==> src/rtl/scan_pkg.sv <==
// Shared types and limits for the scan-chain controller.
package scan_pkg;

  typedef enum logic [2:0] {
    IDLE,
    SHIFT_IN,
    CAPTURE,
    SHIFT_OUT,
    DONE
  } scan_state_t;

  localparam int SCAN_MAX_LEN = 64;

endpackage

==> src/rtl/scan_ctrl.sv <==
// Scan-chain controller: shifts a pattern into the chain, takes one functional
// capture, then shifts the captured chain state back out into Result.
//
// state     | meaning
// ----------+--------------------------------------------------------------
// IDLE      | functional mode, Load follows FuncLoad, waits for Start
// SHIFT_IN  | Test=1, pattern bits driven on SDI, CHAIN_LEN cycles
// CAPTURE   | Test=0, Load=1 for one cycle: chain takes its functional D
// SHIFT_OUT | Test=1, SDO sampled into the result shifter, CHAIN_LEN cycles
// DONE      | one-cycle Done pulse, Result valid, chain back in functional mode
module scan_ctrl
  import scan_pkg::*;
#(
  parameter int CHAIN_LEN = 8
) (
  input  logic                 Clock,
  input  logic                 Reset,
  input  logic                 Start,
  input  logic [CHAIN_LEN-1:0] PatIn,
  input  logic                 FuncLoad,
  input  logic                 SDO,
  output logic                 Test,
  output logic                 Load,
  output logic                 SDI,
  output logic                 Busy,
  output logic                 Done,
  output logic [CHAIN_LEN-1:0] Result
);

  localparam int CNT_W = $clog2(CHAIN_LEN + 1);
  localparam logic [CNT_W-1:0] CNT_LAST = CNT_W'(CHAIN_LEN - 1);

  scan_state_t          state, state_n;
  logic [CHAIN_LEN-1:0] pat, pat_n;
  logic [CHAIN_LEN-1:0] res, res_n;
  logic [CHAIN_LEN-1:0] result_q, result_n;
  logic [CNT_W-1:0]     cnt, cnt_n;

  // Chain controls are registered so the scan cells never see decode glitches.
  // pass_q marks IDLE/DONE, where the functional load strobe is passed through.
  logic test_q, test_n;
  logic sdi_q, sdi_n;
  logic busy_q, busy_n;
  logic done_q, done_n;
  logic cap_q, cap_n;
  logic pass_q, pass_n;

  // State, datapath and registered chain controls; reset aborts at once.
  always_ff @(posedge Clock or posedge Reset) begin
    if (Reset) begin
      state    <= IDLE;
      pat      <= '0;
      res      <= '0;
      result_q <= '0;
      cnt      <= '0;
      test_q   <= 1'b0;
      sdi_q    <= 1'b0;
      busy_q   <= 1'b0;
      done_q   <= 1'b0;
      cap_q    <= 1'b0;
      pass_q   <= 1'b1;
    end else begin
      state    <= state_n;
      pat      <= pat_n;
      res      <= res_n;
      result_q <= result_n;
      cnt      <= cnt_n;
      test_q   <= test_n;
      sdi_q    <= sdi_n;
      busy_q   <= busy_n;
      done_q   <= done_n;
      cap_q    <= cap_n;
      pass_q   <= pass_n;
    end
  end

  // Next-state, datapath updates, and the control values for the next state.
  always_comb begin
    state_n  = state;
    pat_n    = pat;
    res_n    = res;
    result_n = result_q;
    cnt_n    = cnt;

    case (state)
      IDLE: begin
        if (Start) begin
          state_n = SHIFT_IN;
          pat_n   = PatIn;
          cnt_n   = '0;
        end
      end
      SHIFT_IN: begin
        pat_n = pat >> 1;
        if (cnt == CNT_LAST) begin
          state_n = CAPTURE;
          cnt_n   = '0;
        end else begin
          cnt_n = cnt + 1'b1;
        end
      end
      CAPTURE: begin
        state_n = SHIFT_OUT;
        cnt_n   = '0;
      end
      SHIFT_OUT: begin
        // First sample is the last cell's captured value and ends in bit 0.
        res_n = {SDO, res[CHAIN_LEN-1:1]};
        if (cnt == CNT_LAST) begin
          state_n  = DONE;
          cnt_n    = '0;
          result_n = res_n;
        end else begin
          cnt_n = cnt + 1'b1;
        end
      end
      DONE: begin
        state_n = IDLE;
        cnt_n   = '0;
      end
      default: begin
        state_n = IDLE;
        cnt_n   = '0;
      end
    endcase

    // SDI always mirrors pat[0] while shifting in, so register pat_n[0].
    test_n = (state_n == SHIFT_IN) || (state_n == SHIFT_OUT);
    sdi_n  = (state_n == SHIFT_IN) && pat_n[0];
    busy_n = (state_n != IDLE);
    done_n = (state_n == DONE);
    cap_n  = (state_n == CAPTURE);
    pass_n = (state_n == IDLE) || (state_n == DONE);
  end

  assign Test   = test_q;
  assign SDI    = sdi_q;
  assign Busy   = busy_q;
  assign Done   = done_q;
  assign Result = result_q;
  assign Load   = cap_q | (pass_q & FuncLoad);

endmodule

==> config.mk <==
export PLATFORM = sky130hd
export DESIGN_NAME = scan_ctrl
export DESIGN_NICKNAME = d
export VERILOG_FILES = /design/src/rtl/scan_pkg.sv /design/src/rtl/scan_ctrl.sv
export SDC_FILE = /design/constraint.sdc
export NUM_CORES = 1
export LEC_CHECK = 0
export CAP_MARGIN = 10
export CORE_MARGIN = 2
export CORE_UTILIZATION = 50
export CTS_BUF_LIST = sky130_fd_sc_hd__clkbuf_2 sky130_fd_sc_hd__clkbuf_4 sky130_fd_sc_hd__clkbuf_8
export DETAILED_ROUTE_END_ITERATION = 8
export GPL_ROUTABILITY_DRIVEN = 1
export PLACE_DENSITY = 0.75
export SLEW_MARGIN = 20
export SYNTH_ARGS = -nofsm -noshare
export SYNTH_HDL_FRONTEND = slang
export SYNTH_SLANG_ARGS = --single-unit
==> constraint.sdc <==
create_clock -name Clock -period 1.96 [get_ports Clock]
set_input_delay 0.392 -clock Clock [delete_from_list [all_inputs] [get_ports Clock]]
set_output_delay 0.392 -clock Clock [all_outputs]
set_load 0.01 [all_outputs]
* Word level (Yosys, flattened, before mapping)
Cells that the tools add are included.
** Word-level totals
- Flip-flop bits (word level) :: 37
- Input port bits :: 13
- Word-level logic and storage cells :: 43
- Output and inout bits :: 13
** Cells by class
- Muxes and demuxes :: 9
- $add $sub $neg :: 1
- Bitwise logic cells :: 2
- Equal/unequal tests :: 9
- Reductions and logical operators :: 10
** Operators by type and width (count)
- $pmux W8 S2 :: 1
- $eq A3 B2 Y1 const B :: 4
- $pmux W3 S4 :: 1
- $mux W3 :: 3
- $mux W4 :: 2
- $mux W8 :: 1
- $pmux W4 S2 :: 1
- $eq A3 B1 Y1 const B :: 2
- $logic_not A3 Y1 :: 2
- $add A4 B1 Y4 const B :: 1
- $eq A4 B3 Y1 const B :: 1
- $reduce_and A2 Y1 :: 2
- $eq A3 B3 Y1 const B :: 1
- $reduce_bool A3 Y1 :: 1
- $logic_or A1 B1 Y1 :: 2
- $ne A2 B2 Y1 const B :: 1
- $reduce_bool A2 Y1 :: 1
- $reduce_or A2 Y1 :: 1
- $and A1 B1 Y1 :: 1
- $logic_and A1 B1 Y1 :: 1
- $or A1 B1 Y1 :: 1

* Longest topological paths before layout
Gate-level depths: netlist of the first run.
- Depth in word-level cells :: 5
- Mapped depth :: 6

* Least setup slack after synthesis of the first run
OpenSTA, ideal clock, no wires.
- Path kind :: flip-flop to flip-flop
- Start point :: reg cnt[0]
- End point :: reg result_q[7] (netlist: Result[7])
- Setup slack :: 0.568 ns
- Cell stages (with the launch flop) :: 5
- Arrival :: 1.267 ns
- Clock period less this slack :: 1.392 ns
- Library setup time :: 0.125 ns
- Buffers on the path :: 0
- Path through :: dfrtp_1 > ha_1 > nand3b_4 > nor2_8 > mux2_2
** On the way
- Word-level cells in the longest chain between the ends :: 2
** RTL lines
- start, declared :: RTL line scan_ctrl.sv:37 : logic [CNT_W-1:0] cnt, cnt_n;
- start signal, assigned :: RTL line scan_ctrl.sv:67 : cnt <= cnt_n;
- $eq A4 B3 Y1 :: RTL line scan_ctrl.sv:109 : if (cnt == CNT_LAST) begin
- $reduce_and A2 Y1 (no line)
- end signal, assigned :: RTL line scan_ctrl.sv:66 : result_q <= result_n;
- end, declared :: RTL line scan_ctrl.sv:36 : logic [CHAIN_LEN-1:0] result_q, result_n;
No other way between the ends.
A chain may end at the register's enable or synchronous reset.

* Worst setup path in the final report of the first run
- Start point :: reg pass_q
- End point :: out Load
** On the way
- Word-level cells in the longest chain between the ends :: 2
** RTL lines
- start, declared :: RTL line scan_ctrl.sv:46 : logic pass_q, pass_n;
- start signal, assigned :: RTL line scan_ctrl.sv:73 : pass_q <= pass_n;
- $and A1 B1 Y1 :: RTL line scan_ctrl.sv:141 : assign Load = cap_q | (pass_q & FuncLoad);
- $or A1 B1 Y1 :: RTL line scan_ctrl.sv:141
- end, declared :: RTL line scan_ctrl.sv:23 : output logic Load,
No other way between the ends.

==> run metrics, run 1 <==
outcome complete, no violations; Post-Syn Nets about 140; core area about 3000 um2; Antenna Cells 0; full die area approximately 3700 um2; Total Power between 2000 and 3000 uW; reg2reg path depth 4; Worst Hold Class in -> async; Final Hold Vio Count 0; routed vias around 1.1k; final setup TNS 0 ns; Clock power frac ~15%; Post-Syn Area approximately 1600 um2; Starting Density a little over half; pre-CTS setup slack 0.104 ns; crit path kind reg -> out; crit path capture type output port; Power Dens Cells ~1400 nW/um2; Slew HR approximately 56%; initial antenna violation count 0; Critical Path Sink Load; Post-Syn Instances roughly 120; vias in the first global route around 1.0k; Nets approximately 170; reg2reg end Result[4]; Cell variety after synth 34; worst setup margin around 0.06 ns; Post-Layout Cell Count around 200; worst path arrival time around 1.5 ns; final number of setup-violating endpoints 0; Seq/Total Area, Yosys between 50% and 60%; gpl congestion around 0.80; worst path cell trace a21o_1, clkdlybuf4s50_1; internal power ~1800 uW; reg2reg start cnt[0]; VDD IR-drop max approximately 0.85 mV; H-Tree Depth 2; dpl cells between 150 and 200; Reg power frac roughly 45%; # IOs 26; worst reg-to-reg setup slack 0.42 ns; syn avg cell area around 13 um2; post-detail-place hpwl 1.97 mm; Layout area overhead 22.7%; pin count of the biggest net entering global routing 37; CP Launch Type register; max cap viols 0; Total GRT Usage roughly 18%; crit path from pass_q; DRC 0; critical path fanouts, max 1; post_cts resized 0; post-route ant nets 0; CTS tree done; clock buffer depth 2; Routed WL per cell 13.9 um; Iter 0 DRT Violations 46; CTS Hold Bufs 0; CTS Sinks 36; fmax roughly 530 MHz; LEAKAGE 0.000896 uW; num rows 20; Gate power share 39.6%; Clock transition at path regs around 0.11 ns; clock root cell clkbuf_4; worst hold-check slack ~0.44 ns; Post-CTS Setup Bufs 0; Max stage delay on crit path ~0.54 ns; vias per inst 5.30; post-synth top area share approximately 55%; Synth warnings 0; Worst Tran Pin Value 0.656 ns; routed wire length 2.77 mm; latest clock arrival within the worst-skew pair roughly 0.34 ns; Layout Skew approximately 0.018 ns; largest cells by area after synthesis dfrtp_1, mux2_2, a22oi_1; CP max stage cell dfstp_2; first-pass GRT wire length between 4 and 5 mm; RSZ-0062 raised after global routing no; TritonCTS buffer count 5; Final period util slightly below 100%; Die Y 60.5 um; dominant cell type by area after synthesis dfrtp_1; input/output buffers 25; gr ovfl total 0; Pre-Repair DR Iteration Count 4; final slew viol count 0; Net Sw Power between 900 and 1000 uW; CP required approximately 1.6 ns; Die X-Extent 60.5 um; Sw Ratio roughly 34%; final worst path period need about 1.9 ns; number of synthesized register bits 36; share of cells above drive strength 1 around 23%
area by class of cell:
cell class	count	area, um2
clock buffer	7	58.8
inverter	3	11.3
sequential	36	902
multi-input combinational	79	642
timing repair buffer	29	280
clock inverter	1	7.51
fill	264	1100
tap	44	55.1
cells in the final DEF, fill, tap and decap left out:
master,count
nor3b_1,1
a31oi_1,5
nand4bb_1,1
clkbuf_4,6
xor2_1,1
nand2_1,5
buf_4,4
mux2_2,15
nor2_1,8
a22oi_4,1
and2b_1,1
nor4_2,1
mux2i_2,1
a32o_1,1
dfstp_2,1
or2_1,1
nor2b_1,6
or2b_1,1
clkinvlp_4,1
or2_2,1
clkbuf_8,1
ha_1,1
clkdlybuf4s50_1,25
o21ai_0,8
nor2_8,1
nand3_1,3
nand3b_1,1
a21o_1,2
a22o_1,2
a211oi_2,1
nand4b_1,1
dfrtp_1,35
nand3b_4,2
inv_1,3
o2bb2ai_1,1
a22oi_1,6
power by group through the flow:
stage / sequential [uW] / combinational [uW] / clock (uW)
4_1_cts: 1250 / 1110 / 438
6_report: 1250 / 1100 / 423
2_1_floorplan: 1230 / 766 / 0
5_1_grt: 1290 / 1200 / 474
3_5_place_dp: 1260 / 1100 / 0
3_3_place_gp: 1250 / 1070 / 0
Yosys cell counts, drive strengths merged:
cell	count
a31oi	5
a22oi	7
a22o	2
nand4b	1
inv	3
nand3	3
dfrtp	35
nor4	1
buf	5
or2	2
nand2	5
nor2	9
ha	1
a32o	1
mux2i	1
or2b	1
mux2	15
a211oi	1
dfstp	1
a21o	2
and2b	1
o2bb2ai	1
nand3b	3
nand4bb	1
o21ai	8
xor2	1
nor3b	1
nor2b	6
how the worst min path moves through the flow:
stage,start,end,slack [ns],cells past startpoint
2_1_floorplan,pat[6],pat[6],0.46,1
3_3_place_gp,pat[7],pat[7],0.48,1
3_5_place_dp,pat[7],pat[7],0.48,1
4_1_cts,Reset,state[1],0.44,3
5_1_grt,Reset,Done,0.49,3
6_report,Reset,state[1],0.44,3
through the flow:
stage / utilization, % / instance area, um2
floorplan: - / 1600
global placement: 61.9 / 1890
detailed placement: 61.9 / 1890
CTS: 64.1 / 1960
global route: 64.1 / 1960
finish: 64.1 / 1960
registers in the layout (all words and copies together) (netlist names):
signal,cells
Done,1
Test,1
state,3
pass_q,1
pat,8
Busy,1
cnt,4
Result,8
SDI,1
cap_q,1
res,7
cells by family (layout without fill, tap and decap cells):
group | count (synthesis) | in the layout | share of synthesized area [%]
multiplexers | 16 | 16 | 11.5
AND/OR/NAND/NOR | 34 | 34 | 14.8
AO/OA/AOI/OAI | 27 | 27 | 12.6
XOR/XNOR | 1 | 1 | 0.549
flip-flops | 36 | 36 | 56.5
adder cells (fa/ha/maj) | 1 | 1 | 0.784
buffers and inverters | 8 | 40 | 3.22
layer usage:
layer  global-route usage [%]  wire length [um]  share of wire (%)
met1                     21.0              1240                 45
met2                     30.3              1390                 50
met3                     4.48               118                4.3
met4                     7.45                27               0.97
met5                        0                 0                  0
worst max-delay path: cells and delay by family, from the launching register on:
family	cells	cell delay, ns
AOI/OAI and AO/OA	1	0.11
buffers and inverters	1	0.52
DFF	1	0.54
No activity file was read; power rests on OpenSTA's default activity.
==> inputs of run 2 (changes only) <==
Clock period 1.96 ns to 1.9 ns, I/O delays scaled along.
==> run metrics, run 2 (synthesized netlist as in run 1, its figures left out) <==
Total Power 2870 uW; final setup TNS 0 ns; CP bufs+invs 1; VDD IR-drop max just under 0.8 mV; Max stage delay on crit path 0.54 ns; LEAKAGE between 0.0009 and 0.001 uW; vias per inst between 5 and 6; Power Dens Cells approximately 1500 nW/um2; Worst Tran Pin Value ~0.44 ns; clock buffer depth 2; Clock transition at path regs ~0.10 ns; full die area approximately 3700 um2; input/output buffers 25; Total GRT Usage between 10% and 20%; Slew HR 70.2%; routed vias 1027; final slew viol count 0; Worst Hold Class in -> async; Final period util 85.5%; max cap viols 0; routed wire length between 2 and 3 mm; num rows 20; post-route ant nets 0; Post-CTS Setup Bufs 0; internal power approximately 1900 uW; core area a little over 3000 um2; critical path fanouts, max 2; most frequent cells in the layout dfrtp_1, clkdlybuf4s50_1, mux2_2, nor2_1, o21ai_0; Die X-Extent 60.5 um; Top delay family on crit path buffers and inverters; fmax 616 MHz; Iter 0 DRT Violations 18; gpl congestion around 0.79; vias in the first global route ~1.0k; Routed WL per cell between 10 and 15 um; initial antenna violation count 0; H-Tree Depth 2; Net Sw Power a little under 1000 uW; worst path cell trace clkdlybuf4s50_1; DRC 0; Clock power frac 15.2%; Nets 169; Reg area 902 um2; leading cell type in the layout, fill and taps excluded dfrtp_1; crit path capture type output port; Die Y ~60 um; crit path kind reg -> out; worst path arrival time ~1.2 ns; Layout Skew between 0.01 and 0.015 ns; CP max stage cell clkdlybuf4s50_1; # IOs 26; Antenna Cells 0; outcome complete, no violations; post-detail-place hpwl 1.93 mm; Reg power frac between 40% and 50%; Gate power share about two fifths; Starting Density a little over half; first-pass GRT wire length around 4.7 mm; Pre-Repair DR Iteration Count 4; TritonCTS buffer count 5; latest clock arrival within the worst-skew pair ~0.33 ns; CTS Sinks 36; gr ovfl total 0; area occupied by multi-input gates between 600 and 700 um2; CP required around 1.5 ns; CTS tree done; clock root cell clkbuf_4; final worst path period need between 1.5 and 2 ns; Final Hold Vio Count 0; Filler cells roughly 260; RSZ-0062 raised after global routing no; pin count of the biggest net entering global routing 37; Sw Ratio roughly 34%; Layout area overhead 23.1%; CP Launch Type register; share of cells above drive strength 1 between 20% and 30%; final number of setup-violating endpoints 0
-- run 2: stage by stage --
stage | worst slack (ns) | hold slack (ns) | instance area [um2] | util [%] | cells
floorplan | 0.508 | 0.457 | 1600 | - | 123
global placement | 0.0653 | 0.477 | 1900 | 62.2 | 192
detailed placement | 0.0439 | 0.482 | 1900 | 62.2 | 192
CTS | 0.262 | 0.437 | 1960 | 64.3 | 200
global route | 0.216 | 0.496 | 1960 | 64.3 | 200
finish | 0.276 | 0.431 | 1960 | 64.3 | 200
-- run 2: power groups by stage --
| stage | clock [uW] | combinational [uW] | sequential, uW |
|---|---|---|---|
| global route | 477 | 1260 | 1330 |
| detailed placement | 0 | 1170 | 1300 |
| finish | 437 | 1150 | 1280 |
| global placement | 0 | 1120 | 1280 |
| floorplan | 0 | 790 | 1270 |
| CTS | 455 | 1160 | 1290 |
-- run 2: routing by layer --
| layer | GRT usage [%] | vias up | part of all wire (%) |
|---|---|---|---|
| li1 | - | 505 | - |
| met1 | 23.3 | 492 | 47 |
| met2 | 27.8 | 25 | 46 |
| met3 | 4.48 | 5 | 4.9 |
| met4 | 6.83 | 0 | 1.8 |
| met5 | 0 | - | 0 |
-- run 2: what timing repair did --
action                                  4_1_cts  5_1_grt
hold buffers                                  0        0
endpoints found under the setup margin        1        0
gates resized for setup                       1        0
-- run 2: area by class of cell --
type / count / area share (%)
clock buffers: 7 / 3.00
clock inverters: 1 / 0.382
inverters: 3 / 0.574
multi-input cells: 79 / 32.7
flip-flops and latches: 36 / 46.0
well taps: 44 / 2.80
repair buffers: 30 / 14.6
-- run 2: worst paths after layout --
kind,start,to,slack [ns],cells after the start
worst min register to register,pat[7],pat[7],0.50,1
max in group asynchronous,Reset,pass_q,1.13,3
worst min-delay path,Reset,Done,0.43,3
min in group Clock,pat[7],pat[7],0.50,1
worst max register to register,cnt[0],Result[6],0.39,4
worst max-delay path,Result[6],Result[6],0.28,1
==> inputs of run 3 (changes only) <==
Settings changed: CTS_CLUSTER_DIAMETER set to 150.
==> results of run 3 <==
Same layout as run 2: the final DEF is identical, and so are final timing and power.
